File: src/rtl/dmem_responder.sv
// Fixed-latency data-memory responder for the MEM stage: latches one request, answers after LATENCY cycles.
// Optional build macro DMEM_CLEAR_ON_RST_EN: when defined, reset also zeroes the whole data array.
module dmem_responder #(
   parameter int unsigned LATENCY   = 3,
   parameter int unsigned DEPTH     = 64,
   parameter logic [31:0] BASE_ADDR = 32'd1024
) (
   input  logic        clk,
   input  logic        rst,
   input  logic        MEM_R_EN,
   input  logic        MEM_W_EN,
   input  logic [31:0] address,
   input  logic [31:0] wdata,
   output logic [31:0] rdata,
   output logic        ready,
   output logic        freeze
);

   localparam int unsigned IW = (DEPTH > 1) ? $clog2(DEPTH) : 1;

   typedef enum logic [1:0] {IDLE, BUSY, DONE} state_t;

   state_t      state_q, state_d;
   logic [3:0]  cnt_q, cnt_d;
   logic [31:0] addr_q, addr_d;
   logic [31:0] wdata_q, wdata_d;
   logic        wr_q, wr_d;
   logic        rd_q, rd_d;
   logic [31:0] rdata_q, rdata_d;
   logic        ready_q, ready_d;
   logic [31:0] mem_q [DEPTH];

   logic        req;
   logic [31:0] rd_addr;
   logic        rd_sel;
   logic        mem_we;

   function automatic logic in_range(input logic [31:0] a);
      return (a >= BASE_ADDR) && (((a - BASE_ADDR) >> 2) < DEPTH);
   endfunction

   function automatic logic [IW-1:0] word_idx(input logic [31:0] a);
      return IW'((a - BASE_ADDR) >> 2);
   endfunction

   assign req = MEM_R_EN | MEM_W_EN;

   always_comb begin
      state_d = state_q;
      cnt_d   = cnt_q;
      addr_d  = addr_q;
      wdata_d = wdata_q;
      wr_d    = wr_q;
      rd_d    = rd_q;
      rd_addr = addr_q;
      rd_sel  = rd_q;
      case (state_q)
         IDLE: begin
            if (req) begin
               addr_d  = address;
               wdata_d = wdata;
               wr_d    = MEM_W_EN;
               rd_d    = MEM_R_EN & ~MEM_W_EN;
               // LATENCY=1 reaches DONE on the accepting edge, so the read uses the live inputs
               rd_addr = address;
               rd_sel  = MEM_R_EN & ~MEM_W_EN;
               if (LATENCY <= 1) begin
                  state_d = DONE;
                  cnt_d   = '0;
               end else begin
                  state_d = BUSY;
                  cnt_d   = 4'(LATENCY - 1);
               end
            end
         end
         BUSY: begin
            if (cnt_q <= 4'd1) begin
               state_d = DONE;
               cnt_d   = '0;
            end else begin
               cnt_d = cnt_q - 4'd1;
            end
         end
         DONE:    state_d = IDLE;
         default: state_d = IDLE;
      endcase

      ready_d = (state_d == DONE);
      rdata_d = rdata_q;
      if (state_d == DONE && rd_sel) begin
         rdata_d = in_range(rd_addr) ? mem_q[word_idx(rd_addr)] : '0;
      end
   end

   always_ff @(posedge clk) begin
      if (rst) begin
         state_q <= IDLE;
         cnt_q   <= '0;
         addr_q  <= '0;
         wdata_q <= '0;
         wr_q    <= 1'b0;
         rd_q    <= 1'b0;
         rdata_q <= '0;
         ready_q <= 1'b0;
      end else begin
         state_q <= state_d;
         cnt_q   <= cnt_d;
         addr_q  <= addr_d;
         wdata_q <= wdata_d;
         wr_q    <= wr_d;
         rd_q    <= rd_d;
         rdata_q <= rdata_d;
         ready_q <= ready_d;
      end
   end

   // Store commits on the edge leaving DONE; a reset on that edge drops it.
   assign mem_we = !rst && (state_q == DONE) && wr_q && in_range(addr_q);

`ifdef DMEM_CLEAR_ON_RST_EN
   always_ff @(posedge clk) begin
      if (rst) begin
         for (int unsigned i = 0; i < DEPTH; i++) begin
            mem_q[i] <= '0;
         end
      end else if (mem_we) begin
         mem_q[word_idx(addr_q)] <= wdata_q;
      end
   end
`else
   always_ff @(posedge clk) begin
      if (mem_we) begin
         mem_q[word_idx(addr_q)] <= wdata_q;
      end
   end
`endif

   assign rdata  = rdata_q;
   assign ready  = ready_q;
   assign freeze = rst ? req : ((state_q == IDLE && req) || state_q == BUSY);

endmodule

File: config.mk
export PLATFORM = sky130hd
export DESIGN_NAME = dmem_responder
export DESIGN_NICKNAME = d
export VERILOG_FILES = /design/src/rtl/dmem_responder.sv
export SDC_FILE = /design/constraint.sdc
export NUM_CORES = 2
export LEC_CHECK = 0
export CORE_MARGIN = 1.5
export CORE_UTILIZATION = 25
export CTS_BUF_LIST = sky130_fd_sc_hd__clkbuf_2
export CTS_CLUSTER_DIAMETER = 60
export DETAILED_ROUTE_END_ITERATION = 16
export HOLD_SLACK_MARGIN = 0.08
export PLACE_DENSITY = 0.38
export SLEW_MARGIN = 5
export SYNTH_ARGS = -nofsm -noshare
export SYNTH_HDL_FRONTEND = slang
export SYNTH_SLANG_ARGS = --single-unit
File: constraint.sdc
create_clock -name clk -period 6.3 [get_ports clk]
set_input_delay 0.945 -clock clk [delete_from_list [all_inputs] [get_ports clk]]
set_output_delay 0.945 -clock clk [all_outputs]
set_load 0.1 [all_outputs]
==> impl_results.md <==
* Gate count after technology mapping at 5820
* Per-instance average area after synthesis at 14.73 µm²
* Routed length per placed instance at 26.88 µm
* Worst Path Arrival at 3.92 ns
* Proportion of netlist area held by the largest area contributor at 71.72%
* Largest net degree at the start of global routing at 140
* DR pass1 iterations at 6
* Crit Path Class: input pin to primary output
* Count of input and output buffers at 99
* Headroom to the max-slew limit at a little under an eighth
* CP Max Fanout at 18
* Area used by multi-input combinational logic at 20850 µm²
* Instance count after placement with tap cells included at 10.32k
* Maximum vdd drop at 136.3 µV
* Root cell of the clock tree: clkbuf_2
* CTS tree: yes
* Synth top area cells: edfxtp_1 72%, nand2_1 4.4%, and3_1 3.3%
* Final hold violations at 0
* Type of element launching the critical path: input pin
* Number of nets at the end of the flow at between 6k and 7k
* Max frequency at 205.4 MHz
* Dominant cell type by area after synthesis: edfxtp_1
* Area delta synth->final at 17.51%
* Most frequent cells in the layout: 2048 x edfxtp_1, 999 x nand2_1, 913 x clkbuf_2
* # setup viols final at 0
* Vias after detailed routing at about 55k
* Slew Limit Fails at 0
* Gates resized, CTS repair at 0
* Initial Util at 25.18%
* Number of storage elements in the synthesis netlist at between 2k and 2.5k
* Antenna violations before repair at 31
* Fillers at 34.54k
* Sequential standard cell area at about 64000 µm²
* Clock Tree Buf Depth at 4
* DP HPWL at ~180000 µm
* Tightest Pin Transition at approximately 1.3 ns
* Die H at 588.6 µm
* First-pass GRT wire length at 430600 µm
* Syn Nets at 5890
* Setup Total Neg Slack at 0 ns
* Run status: finished clean
* Power density cells at a little over 300 nW/µm²
* TritonCTS sink count at 2151
* Max Clock Skew at a little over 0.2 ns
* Routability-driven placement congestion ratio at 0.7635
* Unique masters post-synth at just over 80
* Top flip-flop cell by instance count after synthesis: edfxtp_1
* Post-route non-filler standard cell count at roughly 11k
* CP Data Required Time at 5.35 ns
* Fin crit share at ~77%
* Fraction of met1 tracks used by global routing at 24.67%
* Number of flops mapped to enable cells by yosys at 2048
* Async SR Flop Fraction at 0%
* Number of warnings issued by yosys at 0
* Htree depth at 6
* Power after layout at 0.03119 W
* Smallest hold slack at 0.4631 ns
* Clock latency at the later pin of the worst-skew pair at between 1.5 and 2 ns
* Die area at between 300000 and 400000 µm²
* Num CTS Buffers at 587
* Met2 demand-to-capacity share in global routing at 27.57%
* Via count of the first global-routing pass at 54.98k
* Share of synthesized area occupied by flip-flops and latches at between 70% and 80%
* Mapped Area at 85740 µm²
* Total wire length after detailed routing at 309000 µm
* Max-Cap Viols at 0
* Via-to-Cell Ratio at 4.823
* Clock edge transition at the registers on the reported setup and hold paths at approximately 0.09 ns
* Met3 routing resource usage after global routing at 2.988%
* Worst min path class: flop to flop
* Total congestion overflow at 0
* Site row count at around 210
* Total DRC errors in the routed layout at 0
* Floorplan Core Area at about 340000 µm²
* Antenna Nets Post-Route at 0
* Die X at roughly 600 µm
* Final min period at between 4 and 5 ns
* Leakage component of the power at 34.19 nW
* Violation count after the first detailed-routing iteration at roughly 4.8k
* Unrepaired setup endpoints after global routing: no
* Share of post-route cells with drive strength above 1 at a little over a fifth
* Kind of capture point of the worst setup path: primary output
* Top-level port count at 102
* Overall routing resource usage at 17.39%
* Peak-usage layer in the global routing report: met2
* Most common library cell in the layout ignoring fill and taps: edfxtp_1
-- area by class of cell --
cell class / count / share of cell area, %
timing repair buffer: 534 / 5.114
antenna: 23 / 0.05712
multi-input combinational: 3236 / 20.69
sequential: 2151 / 63.12
clock buffer: 913 / 4.535
clock inverter: 96 / 0.8332
tap: 4536 / 5.633
inverter: 4 / 0.01490
-- sequential cells by signal, indices dropped and copies added (netlist names), 2 cells and up --
name     flops
mem_q     2048
rdata       32
cnt_q        4
wdata_q     32
addr_q      30
state_q      2
-- report_power, final --
part | leakage [nW] | switching (W) | internal (W) | total, W
combinational | 10.4 | 0.00340 | 0.00146 | 0.00486
clock | 4.18 | 0.00600 | 0.00438 | 0.0104
sequential | 19.6 | 0.0000747 | 0.0159 | 0.0159
total | 34.2 | 0.00948 | 0.0217 | 0.0312
-- worst max-delay path, stage by stage --
cell and delay, ns:
dlygate4sd3_1 0.53, clkdlybuf4s50_1 0.54, nor2_4 0.64, a21oi_1 0.23, clkdlybuf4s50_1 1.03
-- per-stage QoR --
step	setup slack, ns	instance area, µm²	util [%]
final	1.432	100800	29.58
after global routing	1.311	100700	29.57
after CTS	1.395	100700	29.57
after detailed placement	0.6546	93890	27.57
after global placement	0.6501	93890	27.57
after floorplan	2.532	85740	-
-- what timing repair did --
| action | 4_1_cts | 5_1_grt |
|---|---|---|
| endpoints found under the setup margin | 0 | 0 |
| hold buffers | 140 | 0 |
| setup buffers | 0 | 0 |
| hold endpoints to repair | 71 | 0 |
-- synthesized netlist by cell type, drive strengths merged (103+ instances only) --
library cell / number
dfxtp: 103
nor2: 122
buf: 190
and3: 451
clkbuf: 239
mux2i: 134
a21oi: 125
edfxtp: 2048
o21ai: 120
a31oi: 164
a211oi: 391
nand2: 1004
-- metal layers --
metal	share of wire, %	vias to the layer above	wire length (µm)
met5	0.023	-	72
met3	5.4	403	16790
met4	1.9	12	5967
met2	46	1782	142200
li1	-	24610	-
met1	47	28630	143900
-- logic make-up (layout without fill, tap and decap cells) --
family                   count (synthesis)  count (layout)  share of synthesized area (%)
other                                    0              23                              0
multiplexers                           201             201                          3.237
adder cells (fa/ha/maj)                  2               2                        0.02918
XOR/XNOR                                 5               5                        0.05107
buffers and inverters                  433            1547                          2.335
AND/OR/NAND/NOR                       1839            1839                          10.16
flip-flops                            2151            2151                          74.13
AO/OA/AOI/OAI                         1189            1189                          10.06
-- final timing paths --
path | slack, ns | depth (start not counted) | end | from
worst max-delay path | 1.43 | 5 | freeze | MEM_W_EN
worst min-delay path | 0.46 | 0 | mem_q[51][24] | wdata_q[24]
worst max register to register | 1.61 | 7 | mem_q[40][24] | addr_q[14]
worst min register to register | 0.46 | 0 | mem_q[51][24] | wdata_q[24]
Note: power is estimated with default switching activity, not from simulation.
